## src/rtl/keypad_pkg.sv

```systemverilog
// Shared types and constants for the keypad scanner and 7-segment display driver.
package keypad_pkg;

  localparam int unsigned NUM_LINES = 4;
  localparam int unsigned IDX_W     = 2;

  typedef enum logic [1:0] {
    S_SCAN     = 2'd0,
    S_DEBOUNCE = 2'd1,
    S_HELD     = 2'd2
  } state_t;

  // Active-high {a..g} patterns; entry 0 sits in the low bits.
  localparam logic [15:0][6:0] SEG_HI = {
    7'h47, 7'h4F, 7'h3D, 7'h4E, 7'h1F, 7'h77, 7'h7B, 7'h7F,
    7'h70, 7'h5F, 7'h5B, 7'h33, 7'h79, 7'h6D, 7'h30, 7'h7E
  };

endpackage

```

## src/rtl/seg7_decode.sv

```systemverilog
// Hex digit to active-low {a..g} segment decoder, purely combinational.
module seg7_decode
  import keypad_pkg::*;
(
  input  logic [3:0] value,
  output logic [6:0] seg_c
);

  assign seg_c = ~SEG_HI[value];

endmodule

```

## src/rtl/keypad_scan_ctrl.sv

```systemverilog
// 4x4 keypad row scanner with tick-based debounce, feeding a 4-digit
// shift buffer that is time-multiplexed onto a shared 7-segment bus.
module keypad_scan_ctrl
  import keypad_pkg::*;
#(
  parameter int unsigned SCAN_DIV    = 50000,
  parameter int unsigned DEBOUNCE    = 4,
  parameter int unsigned REFRESH_DIV = 100000
)(
  input  logic       clk,
  input  logic       rst,
  input  logic [3:0] col,
  output logic [3:0] row,
  output logic [3:0] en,
  output logic [6:0] seg,
  output logic       key_valid,
  output logic [3:0] key_code
);

  localparam int unsigned SCAN_W = $clog2(SCAN_DIV);
  localparam int unsigned REF_W  = $clog2(REFRESH_DIV);
  localparam int unsigned DEB_W  = $clog2(DEBOUNCE + 1);

  logic [3:0]           col_meta;
  logic [3:0]           col_sync;
  logic [SCAN_W-1:0]    scan_cnt;
  logic                 scan_tick_c;
  logic [REF_W-1:0]     refresh_cnt;
  logic                 refresh_adv_c;

  state_t               state, state_n;
  logic [IDX_W-1:0]     r, r_n;
  logic [IDX_W-1:0]     c, c_n;
  logic [DEB_W-1:0]     deb_cnt, deb_n;
  logic [DEB_W-1:0]     rel_cnt, rel_n;
  logic                 accept_c;

  logic                 single_c;
  logic [IDX_W-1:0]     col_idx_c;

  logic [3:0][3:0]      digits, digits_n;
  logic [IDX_W-1:0]     idx, idx_n;
  logic [3:0]           code_c;
  logic [6:0]           seg_n;

  // Two-flop synchronizer for the asynchronous column returns.
  always_ff @(posedge clk or posedge rst) begin
    if (rst) begin
      col_meta <= 4'hF;
      col_sync <= 4'hF;
    end else begin
      col_meta <= col;
      col_sync <= col_meta;
    end
  end

  assign scan_tick_c   = (scan_cnt == SCAN_W'(SCAN_DIV - 1));
  assign refresh_adv_c = (refresh_cnt == REF_W'(REFRESH_DIV - 1));

  always_ff @(posedge clk or posedge rst) begin
    if (rst) begin
      scan_cnt    <= '0;
      refresh_cnt <= '0;
    end else begin
      scan_cnt    <= scan_tick_c ? '0 : scan_cnt + SCAN_W'(1);
      refresh_cnt <= refresh_adv_c ? '0 : refresh_cnt + REF_W'(1);
    end
  end

  // Exactly one low column is a key; anything else is treated as no key.
  always_comb begin
    single_c  = 1'b1;
    col_idx_c = 2'd0;
    case (col_sync)
      4'b1110: col_idx_c = 2'd0;
      4'b1101: col_idx_c = 2'd1;
      4'b1011: col_idx_c = 2'd2;
      4'b0111: col_idx_c = 2'd3;
      default: single_c  = 1'b0;
    endcase
  end

  always_ff @(posedge clk or posedge rst) begin
    if (rst) begin
      state   <= S_SCAN;
      r       <= '0;
      c       <= '0;
      deb_cnt <= '0;
      rel_cnt <= '0;
    end else begin
      state   <= state_n;
      r       <= r_n;
      c       <= c_n;
      deb_cnt <= deb_n;
      rel_cnt <= rel_n;
    end
  end

  always_comb begin
    state_n  = state;
    r_n      = r;
    c_n      = c;
    deb_n    = deb_cnt;
    rel_n    = rel_cnt;
    accept_c = 1'b0;
    if (scan_tick_c) begin
      case (state)
        S_SCAN: begin
          if (single_c) begin
            c_n     = col_idx_c;
            deb_n   = '0;
            state_n = S_DEBOUNCE;
          end else begin
            r_n = r + 2'd1;
          end
        end
        S_DEBOUNCE: begin
          if (single_c && (col_idx_c == c)) begin
            deb_n = deb_cnt + DEB_W'(1);
            if (deb_n == DEB_W'(DEBOUNCE)) begin
              accept_c = 1'b1;
              rel_n    = '0;
              state_n  = S_HELD;
            end
          end else begin
            state_n = S_SCAN;
            r_n     = r + 2'd1;
          end
        end
        S_HELD: begin
          rel_n = (col_sync == 4'hF) ? rel_cnt + DEB_W'(1) : '0;
          if (rel_n == DEB_W'(DEBOUNCE)) begin
            state_n = S_SCAN;
            r_n     = r + 2'd1;
          end
        end
        default: state_n = S_SCAN;
      endcase
    end
  end

  // Key code 4*r + c; next-digit data feeds the segment register so an
  // accept and a digit advance in the same cycle are both visible at once.
  assign code_c   = {r, c};
  assign digits_n = accept_c ? {digits[2:0], code_c} : digits;
  assign idx_n    = refresh_adv_c ? idx + 2'd1 : idx;

  seg7_decode u_seg7_decode (
    .value (digits_n[idx_n]),
    .seg_c (seg_n)
  );

  always_ff @(posedge clk or posedge rst) begin
    if (rst) begin
      row       <= 4'b1110;
      en        <= 4'b1110;
      seg       <= 7'b0000001;
      key_valid <= 1'b0;
      key_code  <= 4'd0;
      digits    <= '0;
      idx       <= '0;
    end else begin
      row       <= ~(4'b0001 << r_n);
      en        <= ~(4'b0001 << idx_n);
      seg       <= seg_n;
      key_valid <= accept_c;
      if (accept_c) key_code <= code_c;
      digits    <= digits_n;
      idx       <= idx_n;
    end
  end

endmodule
```

## config.mk

```make
export PLATFORM = sky130hd
export DESIGN_NAME = keypad_scan_ctrl
export DESIGN_NICKNAME = d
export VERILOG_FILES = /design/src/rtl/keypad_pkg.sv /design/src/rtl/seg7_decode.sv /design/src/rtl/keypad_scan_ctrl.sv
export SDC_FILE = /design/constraint.sdc
export NUM_CORES = 1
export LEC_CHECK = 0
export CORE_MARGIN = 1.5
export CORE_UTILIZATION = 50
export DETAILED_ROUTE_END_ITERATION = 10
export GPL_TIMING_DRIVEN = 0
export HOLD_SLACK_MARGIN = 0.1
export MAX_ROUTING_LAYER = met4
export PLACE_DENSITY = 0.8
export REMOVE_ABC_BUFFERS = 1
export SYNTH_ARGS = -nofsm -noshare
export SYNTH_HDL_FRONTEND = slang
export SYNTH_SLANG_ARGS = --single-unit
```

## constraint.sdc

```tcl
create_clock -name clk -period 8 [get_ports clk]
set_clock_uncertainty 0.1 [all_clocks]
set_input_delay 0.8 -clock clk [delete_from_list [all_inputs] [get_ports clk]]
set_output_delay 0.8 -clock clk [all_outputs]
set_load 0.05 [all_outputs]
```

Word-level counts from Yosys, hierarchy flattened
Memories as Yosys holds them, arrays and structs flattened.
Index checks and enable logic that the tools add are counted.

cells by class
  reduce and logical (&&, ||, !) cells = 9
  equal/unequal tests = 17
  shift operators = 2
  $add $sub $neg = 6
  bitwise operators = 3
  multiplexer cells = 30
  $lt $le $gt $ge = 2

operators by type and width
  operator                 count
  $mux W16                 2
  $mux W2                  9
  $pmux W2 S3              3
  $add A17 B1 Y17 const B  1
  $eq A17 B17 Y1 const B   1
  $mux W17                 1
  $add A16 B1 Y16 const B  1
  $eq A16 B16 Y1 const B   1
  $eq A4 B4 Y1 const B     4
  $mux W3                  5
  $pmux W3 S2              2
  $reduce_and A4 Y1        3
  $bmux W4 S2              1
  $ne A2 B2 Y1 const B     4
  $not A4 Y4               2
  $shl A1 B2 Y4 const A    2
  $mux W7                  1
  $not A7 Y7               1
  $add A3 B1 Y3 const B    2
  $eq A3 B3 Y1 const B     2
  $lt A4 B5 Y1 const B     1
  $mux W1                  5
  $add A2 B1 Y2 const B    2
  $eq A4 B3 Y1 const B     1
  other kinds (11)         12

word-level totals
  flip-flop bits (word level) = 91
  output and inout port bits = 20
  bits in read-only memories = 112
  memories kept = 1

memories
  memory           words  width  read ports  clocked after memory_dff  write ports  RTL line          RTL
  (no name shown)  16     7      1           0                         0            seg7_decode.sv:9  assign seg_c = ~SEG_HI[value];

Depth between registers and ports, before layout
Gate-level depths: netlist (run 1).

  word-level depth = 13
  gate-level depth with buffers = 17
  gate-level depth less buffers = 14

Hierarchy
A second synthesis (run 1) with hierarchy kept.

second synthesis, totals
  cell total of the unflattened synthesis = 480
  area total of the unflattened synthesis = 4623.2 um2

modules (own cells, without submodules)
  module            cells each  area an instance (um2)  instances
  keypad_scan_ctrl  449         4371.7                  1
  seg7_decode       31          251.5                   1

Worst setup path before layout (run 1)
Ideal clock, no wire load.

  kind = register to register
  start point = register col_sync[1]
  end point = register seg[2]
  stages on the path, launching flop included = 13
  period minus slack after synthesis = 3.311 ns
  data required time = 7.813 ns
  setup time = 0.087 ns
  arrival = 3.124 ns
  path slack = 4.689 ns
  path through = dfstp_2 or3b_1 a211o_1 and2_1 buf_6 o31a_1 a221o_1 o311ai_0 o21a_1 inv_1 ha_1 or3_1 o211ai_1

between the ends
  cells in the longest elaborated chain, start to end = 13

RTL lines
  item                                                    RTL line                                         RTL
  start: declaration                                      keypad_scan_ctrl.sv:25                           logic [3:0] col_sync;
  start signal: assignment                                keypad_scan_ctrl.sv:53                           col_sync <= col_meta;
  $eq A4 B3 Y1 / $eq A4 B4 Y1 (equally long branches)     keypad_scan_ctrl.sv:74                           case (col_sync)
  $pmux W2 S3 / $reduce_or A4 Y1 (equally long branches)  n/a
  $eq A2 B2 Y1 / $mux W1 (equally long branches)          keypad_scan_ctrl.sv:118, keypad_scan_ctrl.sv:74
  $logic_and A1 B1 Y1 *                                   keypad_scan_ctrl.sv:118                          if (single_c && (col_idx_c == c)) begin
  $mux W1 *                                               keypad_scan_ctrl.sv:118
  $mux W1 *                                               keypad_scan_ctrl.sv:107                          case (state)
  $mux W1 *                                               keypad_scan_ctrl.sv:106                          if (scan_tick_c) begin
  $mux W16 *                                              keypad_scan_ctrl.sv:145                          assign digits_n = accept_c ? {digits[2:0], code_c} : digits;
  $bmux W4 S2 *                                           keypad_scan_ctrl.sv:149                          .value (digits_n[idx_n]),
  $mux W4 (implied by the code) *                         keypad_scan_ctrl.sv:149
  $mem_v2 Z16 W7 *                                        n/a
  $mux W7 (implied by the code) *                         seg7_decode.sv:9
  $not A7 Y7 *                                            seg7_decode.sv:9
  named net seg_n[2]                                      keypad_scan_ctrl.sv:44                           logic [6:0] seg_n;
  end signal: assignment                                  keypad_scan_ctrl.sv:165                          seg <= seg_n;
  end: declaration                                        keypad_scan_ctrl.sv:15                           output logic [6:0] seg,

Mark *: on every way through the listed nets, which the timed path passes. The rest lies on a longest branch. The select of a mux whose other input is x is not followed.
A chain may end at the register's enable or synchronous reset.

Worst setup path in the final report (run 1)
  start point = register refresh_cnt[11]
  end point = register seg[2]

between the ends
  cells in the longest elaborated chain, start to end = 7

RTL lines
  item                           RTL line                 RTL
  start: declaration             keypad_scan_ctrl.sv:28   logic [REF_W-1:0] refresh_cnt;
  start signal: assignment       keypad_scan_ctrl.sv:66   refresh_cnt <= refresh_adv_c ? '0 : refresh_cnt + REF_W'(1);
  $eq A17 B17 Y1                 keypad_scan_ctrl.sv:58   assign refresh_adv_c = (refresh_cnt == REF_W'(REFRESH_DIV - 1));
  $mux W2                        keypad_scan_ctrl.sv:146  assign idx_n = refresh_adv_c ? idx + 2'd1 : idx;
  named net idx_n[1]             keypad_scan_ctrl.sv:42   logic [IDX_W-1:0] idx, idx_n;
  $bmux W4 S2                    keypad_scan_ctrl.sv:149
  $mux W4 (implied by the code)  keypad_scan_ctrl.sv:149
  $mem_v2 Z16 W7                 n/a
  $mux W7 (implied by the code)  seg7_decode.sv:9
  $not A7 Y7                     seg7_decode.sv:9
  named net seg_n[2]             keypad_scan_ctrl.sv:44

The timed path passes the listed nets, and every way through them passes these cells. The select of a mux whose other input is x is not followed.

==> impl_metrics.ini, run 1 <==
[logic_synthesis]
ys_seq_area_share_pct = 50.9
synthesis.instances = 431
synthArstFlopShare_pct = 100
ys_top_cells_by_area = sky130_fd_sc_hd__dfrtp_1, sky130_fd_sc_hd__dfstp_2, sky130_fd_sc_hd__nand2_1
netlist.area_leader.share_pct = 42.2
post-synth-top-area-cell = sky130_fd_sc_hd__dfrtp_1
synthDistinctLibCells = 63
synth-edff-count = 0
syn_area_per_cell_sq_um = 10.5
postSynthRegisterBits = 91
ys_warn_count = 0
syn_area_sq_um = 4510
postSynth.topFlopCell = sky130_fd_sc_hd__dfrtp_1

[sta]
relative_slew_margins_pct = 14.5
setup_repair_after_global_routing_missed_its_margin = false
min_period_ns = 4.46
fin_setup_tns_ns = 0
setup_violations = 0
max_freq_mhz = 224
worst_slack_ns = 3.54
timing_worst_slew_pin_value_ns = 1.27
report.final.hold_viol_count = 0
timing_max_transition_violations_final = 0
crit_share_post_route_pct = 55.7

[die]
num_rows = 34
io-pin-count = 26
fp.coreArea_sq_um = 8720
die_outline_area_sq_um = 9600
die-height_um = 98.0
die_width_um = 98.0
initial_utilization_pct = 51.7

[finish]
fraction_of_final_layout_cells_sized_beyond_drive_strength_1_pct = 11.8
antenna_cells_inserted = 0
register_area_sq_um = 2300
multi_input_comb_area_sq_um = 2070
flow.area_growth_from_synthesis_pct = 11.3
final_non_filler_cell_area_sq_um = 5020
fillerInstances = 701
number_of_nets_in_the_final_layout = 471

[setup_path]
startpoint_type_of_the_worst_setup_path = flop
critical_path.endpoint_type = flop
data_arrival_time_at_the_worst_slack_endpoint_ns = 4.63
setup.worst_path.class = reg -> reg
crit_path_max_fanout = 24
cp_data_required_time_ns = 8.17

[power]
power-per-cell-area_nw_per_um2 = 154
portion_of_total_power_attributed_to_combinational_logic_pct = 2.2
total_leakage_power_nw = 2.28
power_frac_clock_pct = 37.7
total_switching_power_mw = 0.161
irDropWorstVdd_mv = 0.135
p_int_mw = 0.614
power.switching_fraction_pct = 20.8
power_frac_seq_pct = 60.1

[drt]
via_per_inst = 5.65
detailedRoute.firstPassIterationCount = 4
drc = 0
initial_drc_count = 168
route.vias.total = 3201
finalWirelength_um = 8120
route.antenna.remaining_nets = 0
routed_wire_length_per_instance_um = 14.3

[global_route]
grt_first_pass_wirelength_um = 14700
antenna_found_initial = 0
grt-ovfl-total = 0
grt_start_max_net_pins = 73
global_router_s_overall_resource_usage_pct = 19.1
grt_pass1_vias = 3279

[place]
gp_congestion = 0.841
placedInstanceArea_sq_um = 4840
io_buffer_count = 25
detailed_place_hpwl_um = 5630
preCtsSetupSlack_ns = 3.58

[clocking]
tritoncts = done
cts_buffers = 9
cts.path.max_buffers = 2
cts.clk_slew.worst_paths_ns = 0.09
cts_resized = 0
clkLatencyLatePin_ns = 0.35
numClockSinks = 91
cts_root_buf = sky130_fd_sc_hd__clkbuf_8
cts_htree_levels = 3
cts.hold.buffers_added = 0
post-cts-setup-buffer-count = 0

[hold_path]
holdCritPathClass = reg -> reg

[run_status]
run_status = finished clean

[flow_run]
cap_violations = 0
[state kept, by name, indices dropped and copies added, names as in the netlist]
name         flops
deb_cnt          3
key_code         4
col_sync         4
refresh_cnt     17
rel_cnt          3
key_valid        1
col_meta         4
seg              7
en               4
c                2
state            2
row              4
digits          16
idx              2
r                2
scan_cnt        16
[per-stage QoR]
stage                     std cells  power, mW  hold slack (ns)  utilization [%]
final                           567      0.775            0.258             57.6
after global placement          550      0.490            0.247             55.2
after floorplan                 417      0.485            0.245                -
after global routing            567      0.805            0.261             57.6
after detailed placement        551      0.493            0.247             55.5
after CTS                       567      0.784            0.259             57.6
[final timing paths]
kind                                           startpoint                  endpoint  slack (ns)  cells after the start
worst min-delay path                col_meta[0]$_DFF_PP1_     col_sync[0]$_DFF_PP1_        0.26                      0
worst min register to register      col_meta[0]$_DFF_PP1_     col_sync[0]$_DFF_PP1_        0.26                      0
worst max register to register  refresh_cnt[11]$_DFF_PP0_          seg[2]$_DFF_PP0_        3.54                      9
worst max-delay path            refresh_cnt[11]$_DFF_PP0_          seg[2]$_DFF_PP0_        3.54                      9
max in group asynchronous                             rst          row[3]$_DFF_PP1_        6.50                      3
min in group asynchronous                             rst  refresh_cnt[7]$_DFF_PP0_        0.64                      2
[worst max-delay path, stage by stage, from the launching register on]
cell and delay, ns:
sky130_fd_sc_hd__dfrtp_1 0.45, sky130_fd_sc_hd__or4b_2 0.72, sky130_fd_sc_hd__nor4_4 0.97, sky130_fd_sc_hd__nand2_1 0.22, sky130_fd_sc_hd__xnor2_1 0.36, sky130_fd_sc_hd__mux4_2 0.37
sky130_fd_sc_hd__mux2i_2 0.54, sky130_fd_sc_hd__inv_1 0.18, sky130_fd_sc_hd__or3_1 0.38, sky130_fd_sc_hd__o211ai_1 0.09
[layout make-up]
| class | count | area share (%) |
|---|---|---|
| sequential | 91 | 45.7 |
| multi-input combinational | 311 | 41.3 |
| timing repair buffer | 26 | 5.53 |
| clock buffer | 13 | 2.77 |
| tap | 108 | 2.69 |
| inverter | 15 | 1.17 |
| clock inverter | 3 | 0.798 |
[cells in the mapped netlist (all sizes together) (7+ instances only)]
cell,number
dfrtp,76
inv,14
o21ai,20
dfstp,15
nand3,17
and3,9
ha,11
nand4,8
clkbuf,8
or3,7
mux2i,9
nor2,33
xnor2,17
xor2,20
nand2,80
[cells by family (layout without fill, tap and decap cells)]
logic type                 Yosys count  after routing  share of synthesized area (%)
muxes                               18             18                           5.08
DFF                                 91             91                           50.9
buffers and inverters               29             57                           3.13
adders and majority gates           11             11                           3.05
and+or+nand+nor                    188            188                           21.7
AOI/OAI and AO/OA                   57             57                           8.93
xor gates and xnor gates            37             37                           7.18
[per-layer routing]
metal / global-route usage [%] / part of all wire (%) / vias to the layer above
li1: - / - / 1533
met1: 24.0 / 45 / 1585
met2: 30.8 / 50 / 68
met3: 3.29 / 3.3 / 15
met4: 8.02 / 1.6 / 0
met5: - / 0 / -
[cells in the final DEF, fill, tap and decap left out, types with 3 or more instances in the layout]
cell type / instances
sky130_fd_sc_hd__nand2_1: 80
sky130_fd_sc_hd__dfrtp_1: 76
sky130_fd_sc_hd__nor2_1: 33
sky130_fd_sc_hd__clkdlybuf4s50_1: 25
sky130_fd_sc_hd__xor2_1: 20
sky130_fd_sc_hd__o21ai_0: 19
sky130_fd_sc_hd__nand3_1: 17
sky130_fd_sc_hd__xnor2_1: 17
sky130_fd_sc_hd__dfstp_2: 15
sky130_fd_sc_hd__inv_1: 13
sky130_fd_sc_hd__ha_1: 11
sky130_fd_sc_hd__and3_1: 9
sky130_fd_sc_hd__clkbuf_8: 9
sky130_fd_sc_hd__mux2i_1: 8
sky130_fd_sc_hd__or3_1: 7
sky130_fd_sc_hd__nand4_1: 7
sky130_fd_sc_hd__mux2_2: 6
sky130_fd_sc_hd__a21oi_1: 6
sky130_fd_sc_hd__nand2b_1: 5
sky130_fd_sc_hd__clkbuf_1: 4
sky130_fd_sc_hd__nor2b_1: 3
sky130_fd_sc_hd__nor4_4: 3
sky130_fd_sc_hd__nor3_1: 3
sky130_fd_sc_hd__mux4_2: 3
sky130_fd_sc_hd__o21a_1: 3
sky130_fd_sc_hd__a211oi_2: 3
[power groups by stage]
stage	logic, mW	registers (mW)	clock network [mW]
global route	0.0206	0.466	0.318
global placement	0.0158	0.474	0
finish	0.0174	0.466	0.292
CTS	0.0182	0.466	0.300
detailed placement	0.0182	0.475	0
floorplan	0.0108	0.474	0
Note: power is estimated with default switching activity, not from simulation.
==> run 2, diff against run 1 <==
Settings changed: PLACE_DENSITY 0.8 to 0.82.
Clock period 8 ns to 3.6 ns, I/O delays scaled along.
==> run 2 against run 1 <==
Effect of this change:
- the flow now finishes with violations (setup timing)
- clock power rose to 2.8 times the previous value
- first-iteration DRC count rose by 17%
- highest routed layer unchanged
- die area did not move
- final cell count rose by 4.8%
- sequential cell count did not move
- core utilization rose by 4.6 points
- via count rose by 7.4%
- register-to-register slack got worse by 3.5 ns
- global-route usage rose by 0.67 points
- wire length rose by 18%
==> impl_metrics.ini, run 2 (synthesis gave the netlist of run 1 again) <==
[sta]
setup_violations = 1
relative_slew_margins_pct = 51.5
max_freq_mhz = 278
timing_worst_slew_pin_value_ns = 0.722
worst_slack_ns = -0.00102
min_period_ns = 3.60
crit_share_post_route_pct = 100
timing_max_transition_violations_final = 0
fin_hold_ws_ns = 0.175
report.final.hold_viol_count = 0

[place]
placedInstanceArea_sq_um = 4840
preCtsSetupSlack_ns = -0.829
io_buffer_count = 25
detailed_place_hpwl_um = 5550
gp_congestion = 0.826

[clocking]
tritoncts = done
numClockSinks = 91
cts.hold.buffers_added = 0
cts.path.max_buffers = 2
cts_htree_levels = 3
cts_buffers = 9
clkLatencyLatePin_ns = 0.36
cts.clk_slew.worst_paths_ns = 0.09
cts_root_buf = sky130_fd_sc_hd__clkbuf_8

[finish]
fraction_of_final_layout_cells_sized_beyond_drive_strength_1_pct = 20.4
antenna_cells_inserted = 0
fillerInstances = 621
flow.area_growth_from_synthesis_pct = 20.3
largest_reg_flops = 17
layout_commonest_cell = sky130_fd_sc_hd__nand2_1
final_non_filler_cell_area_sq_um = 5430
number_of_nets_in_the_final_layout = 498
layout_top_registers = refresh_cnt (17), digits (16), scan_cnt (16)
postLayoutCoreUtil_pct = 62.2
layout.cells.most_common_list = sky130_fd_sc_hd__nand2_1, sky130_fd_sc_hd__dfrtp_1, sky130_fd_sc_hd__nor2_1
largest-register = refresh_cnt

[die]
fp.coreArea_sq_um = 8720
die_width_um = 98.0
die-height_um = 98.0
io-pin-count = 26
die_outline_area_sq_um = 9600
initial_utilization_pct = 51.7
num_rows = 34

[drt]
route.vias.total = 3438
route.antenna.remaining_nets = 0
drc = 0
detailedRoute.firstPassIterationCount = 5
initial_drc_count = 196
via_per_inst = 5.79
routed_wire_length_per_instance_um = 16.1
finalWirelength_um = 9550

[power]
irDropWorstVdd_mv = 0.292
total_leakage_power_nw = 2.46
power-per-cell-area_nw_per_um2 = 352
finalPower_mw = 1.91

[run_status]
run_status = finished, violations left
failed_checks = setup timing

[flow_run]
cap_violations = 0

[global_route]
antenna_found_initial = 0
grt-ovfl-total = 0
global_router_s_overall_resource_usage_pct = 19.8
grt_first_pass_wirelength_um = 14900
grt_pass1_vias = 3293
grt_start_max_net_pins = 76

[setup_path]
crit_slowest_cell = sky130_fd_sc_hd__dfstp_2
critical_path.endpoint_type = flop
crit_path_max_fanout = 8
critical_path_buf_inv_count = 1
critical_path.top_delay_family = compound AO/OA/AOI/OAI gates
startpoint_type_of_the_worst_setup_path = flop
critical_path.cell_chain = and3b_1 > o2111ai_1 > a211o_4 > mux4_2 > nand2_1 > o311ai_1 > o21a_2 > buf_4 > ha_1 > o21ai_0 > o21ai_0
data_arrival_time_at_the_worst_slack_endpoint_ns = 3.74
setup.worst_path.class = reg -> reg
setup.reg_to_reg.worst_slack_ns = -0.001
timing.critical_path.slowest_cell_delay_ns = 0.59
timing.critical_path.mode_cell = sky130_fd_sc_hd__o21ai_0
cp_data_required_time_ns = 3.74

[hold_path]
holdCritPathClass = in -> async
-- run 2: repair_timing --
item | 4_1_cts | 5_1_grt
buffers inserted | 9 | 15
endpoints found under the hold margin | 0 | 0
endpoints found under the setup margin | 7 | 7
resized for setup | 9 | 21
pin swaps | 5 | 11
cloned | 1 | 2
-- run 2: layout make-up --
| cell class | count | area (sq um) | share of cell area, % |
|---|---|---|---|
| clock buffer | 12 | 145 | 2.68 |
| timing repair buffer | 50 | 462 | 8.51 |
| inverter | 15 | 65.1 | 1.20 |
| tap | 108 | 135 | 2.49 |
| multi-input combinational | 314 | 2220 | 41.0 |
| sequential | 91 | 2300 | 42.3 |
| clock inverter | 4 | 97.6 | 1.80 |
-- run 2: through the flow --
stage,TNS [ns],std cells
global route,-0.246,594
CTS,0,577
floorplan,-0.224,417
global placement,-37.77,550
detailed placement,-4.67,551
finish,-0.00102,594
-- run 2: path summary, 6_finish.rpt --
check,startpoint,to,cells past startpoint
max in group asynchronous,rst,col_meta[2]$_DFF_PP1_,3
worst min register to register,col_meta[2]$_DFF_PP1_,col_sync[2]$_DFF_PP1_,0
worst min-delay path,rst,scan_cnt[12]$_DFF_PP0_,2
worst max register to register,col_sync[3]$_DFF_PP1_,seg[3]$_DFF_PP0_,11
min in group clk,col_meta[2]$_DFF_PP1_,col_sync[2]$_DFF_PP1_,0
worst max-delay path,col_sync[3]$_DFF_PP1_,seg[3]$_DFF_PP0_,11
-- run 2: metal layers --
metal	GRT usage (%)	routed length (um)	vias to the layer above
li1	-	-	1597
met1	24.8	4080	1713
met2	31.8	4780	103
met3	4.22	447	25
met4	7.47	244	0
met5	-	0	-
-- run 2: report_power, final --
part	switching (mW)	leakage (nW)	total (mW)	internal, mW
sequential	0.00433	1.19	1.03	1.03
clock	0.350	0.117	0.831	0.481
combinational	0.0264	1.15	0.0418	0.0154
==> run 3, diff against run 2 <==
Settings changed: CORE_MARGIN 1.5 to 2.
==> run 3 against run 2 <==
Effect of this change:
- the flow now finishes without violations
- critical path depth stayed put
- largest cell class unchanged
- combinational power fell by 1%
- global-route usage increased by 0.18 points
- wire length down 2.0%
- via count shrank 1.4%
- sequential cell count did not move
- core utilization rose by 0.057 points
- setup slack gained 0.018 ns
- non-clock buffer count down 3
- hold slack improved by 0.034 ns
- total power grew 2.4%
==> impl_metrics.ini, run 3 (synthesis gave the netlist of run 1 again) <==
[die]
fp.coreArea_sq_um = 8720
io-pin-count = 26
die_outline_area_sq_um = 9800
initial_utilization_pct = 51.7
die-height_um = 99.0
die_width_um = 99.0
num_rows = 34

[clocking]
clkLatencyLatePin_ns = 0.37
tritoncts = done
numClockSinks = 91
cts.clk_slew.worst_paths_ns = 0.08
cts_htree_levels = 3
cts_root_buf = sky130_fd_sc_hd__clkbuf_8
cts_buffers = 9
cts.path.max_buffers = 2

[place]
placedInstanceArea_sq_um = 4840
preCtsSetupSlack_ns = -0.871
gp_congestion = 0.844
io_buffer_count = 25
detailed_place_hpwl_um = 5520

[global_route]
grt_start_max_net_pins = 70
grt_pass1_vias = 3358
antenna_found_initial = 0
grt_first_pass_wirelength_um = 15400
grt-ovfl-total = 0
global_router_s_overall_resource_usage_pct = 20.0

[finish]
largest-register = refresh_cnt
fraction_of_final_layout_cells_sized_beyond_drive_strength_1_pct = 20.3
final_non_filler_cell_area_sq_um = 5430
number_of_nets_in_the_final_layout = 495
layout_commonest_cell = sky130_fd_sc_hd__nand2_1
fillerInstances = 630
layout.cells.most_common_list = sky130_fd_sc_hd__nand2_1, sky130_fd_sc_hd__dfrtp_1, sky130_fd_sc_hd__nor2_1
flow.area_growth_from_synthesis_pct = 20.4
largest_reg_flops = 17
antenna_cells_inserted = 0
layout_top_registers = refresh_cnt (17), digits (16), scan_cnt (16)

[setup_path]
setup.worst_path.class = reg -> reg
crit_path_max_fanout = 7
critical_path.endpoint_type = flop
timing.critical_path.slowest_cell_delay_ns = 0.59
timing.critical_path.mode_cell = sky130_fd_sc_hd__o211ai_1
critical_path.cell_chain = or3b_1 > a211o_1 > a211o_4 > xor2_2 > and3_1 > a211oi_2 > o211ai_1 > buf_4 > ha_1 > or3_1 > o211ai_1
data_arrival_time_at_the_worst_slack_endpoint_ns = 3.75
cp_data_required_time_ns = 3.77
startpoint_type_of_the_worst_setup_path = flop
crit_slowest_cell = sky130_fd_sc_hd__dfstp_2

[drt]
route.vias.total = 3390
routed_wire_length_per_instance_um = 15.8
detailedRoute.firstPassIterationCount = 4
finalWirelength_um = 9360
drc = 0
via_per_inst = 5.74
initial_drc_count = 240
route.antenna.remaining_nets = 0

[sta]
timing_worst_slew_pin_value_ns = 0.717
min_period_ns = 3.58
timing_max_transition_violations_final = 0
max_freq_mhz = 279
relative_slew_margins_pct = 51.9
report.final.hold_viol_count = 0
worst_slack_ns = 0.0171
setup_violations = 0
crit_share_post_route_pct = 99.5

[run_status]
run_status = finished clean

[power]
irDropWorstVdd_mv = 0.408
power-per-cell-area_nw_per_um2 = 360
total_leakage_power_nw = 2.46

[flow_run]
cap_violations = 0

[hold_path]
holdCritPathClass = in -> async
[run 3: path summary, 6_finish.rpt]
path / from / end / slack, ns / cells past startpoint
setup / recovery: col_sync[1]$_DFF_PP1_ / seg[2]$_DFF_PP0_ / 0.02 / 11
hold / removal: rst / scan_cnt[4]$_DFF_PP0_ / 0.21 / 2
setup reg to reg: col_sync[1]$_DFF_PP1_ / seg[2]$_DFF_PP0_ / 0.02 / 11
hold reg to reg: col_meta[2]$_DFF_PP1_ / col_sync[2]$_DFF_PP1_ / 0.26 / 0
max in group asynchronous: rst / col_sync[2]$_DFF_PP1_ / 2.53 / 3
min in group clk: col_meta[2]$_DFF_PP1_ / col_sync[2]$_DFF_PP1_ / 0.26 / 0
[run 3: report_power, final]
group	switching (mW)	internal [mW]	total (mW)
Sequential	0.00473	1.03	1.03
Combinational	0.0263	0.0151	0.0414
Clock	0.346	0.531	0.877
Total	0.377	1.58	1.95
[run 3: worst max-delay path: cells and delay by family (launching register included)]
family | cells | cell delay, ns
flip-flops | 1 | 0.59
AO/OA/AOI/OAI | 5 | 1.30
AND/OR/NAND/NOR | 3 | 0.94
adder cells (fa/ha/maj) | 1 | 0.16
buffers and inverters | 1 | 0.18
XOR/XNOR | 1 | 0.22
[run 3: timing repair]
action                                  in CTS  in global routing
pin swaps                                    6                 11
cloned                                       2                  1
resized for setup                            9                 22
hold buffers                                 0                  0
endpoints found under the hold margin        0                  0
buffers inserted                             6                 15
endpoints found under the setup margin       7                  7
[run 3: area by class of cell]
type	instances	area, sq um	share of cell area (%)
Clock inverter	5	125	2.30
Clock buffer	11	131	2.42
Timing Repair Buffer	47	443	8.16
Tap cell	108	135	2.49
Inverter	15	62.6	1.15
Multi-Input combinational cell	314	2240	41.2
Sequential cell	91	2300	42.3
[run 3: layer usage]
metal	global-route usage (%)	routed length [um]	share of wire, %
met1	26.0	4070	43
met2	31.1	4550	49
met3	4.33	468	5.0
met4	7.06	268	2.9
met5	-	0	0
[run 3: per-stage QoR]
step	instances	utilization, %	setup TNS (ns)	hold WS (ns)	power, mW
2_1_floorplan	417	-	-0.224	0.245	1.08
3_3_place_gp	550	55.2	-38.57	0.247	1.09
3_5_place_dp	551	55.5	-4.78	0.249	1.09
4_1_cts	575	59.8	0	0.210	1.97
5_1_grt	591	62.3	-0.151	0.223	2.02
6_report	591	62.3	0	0.209	1.95
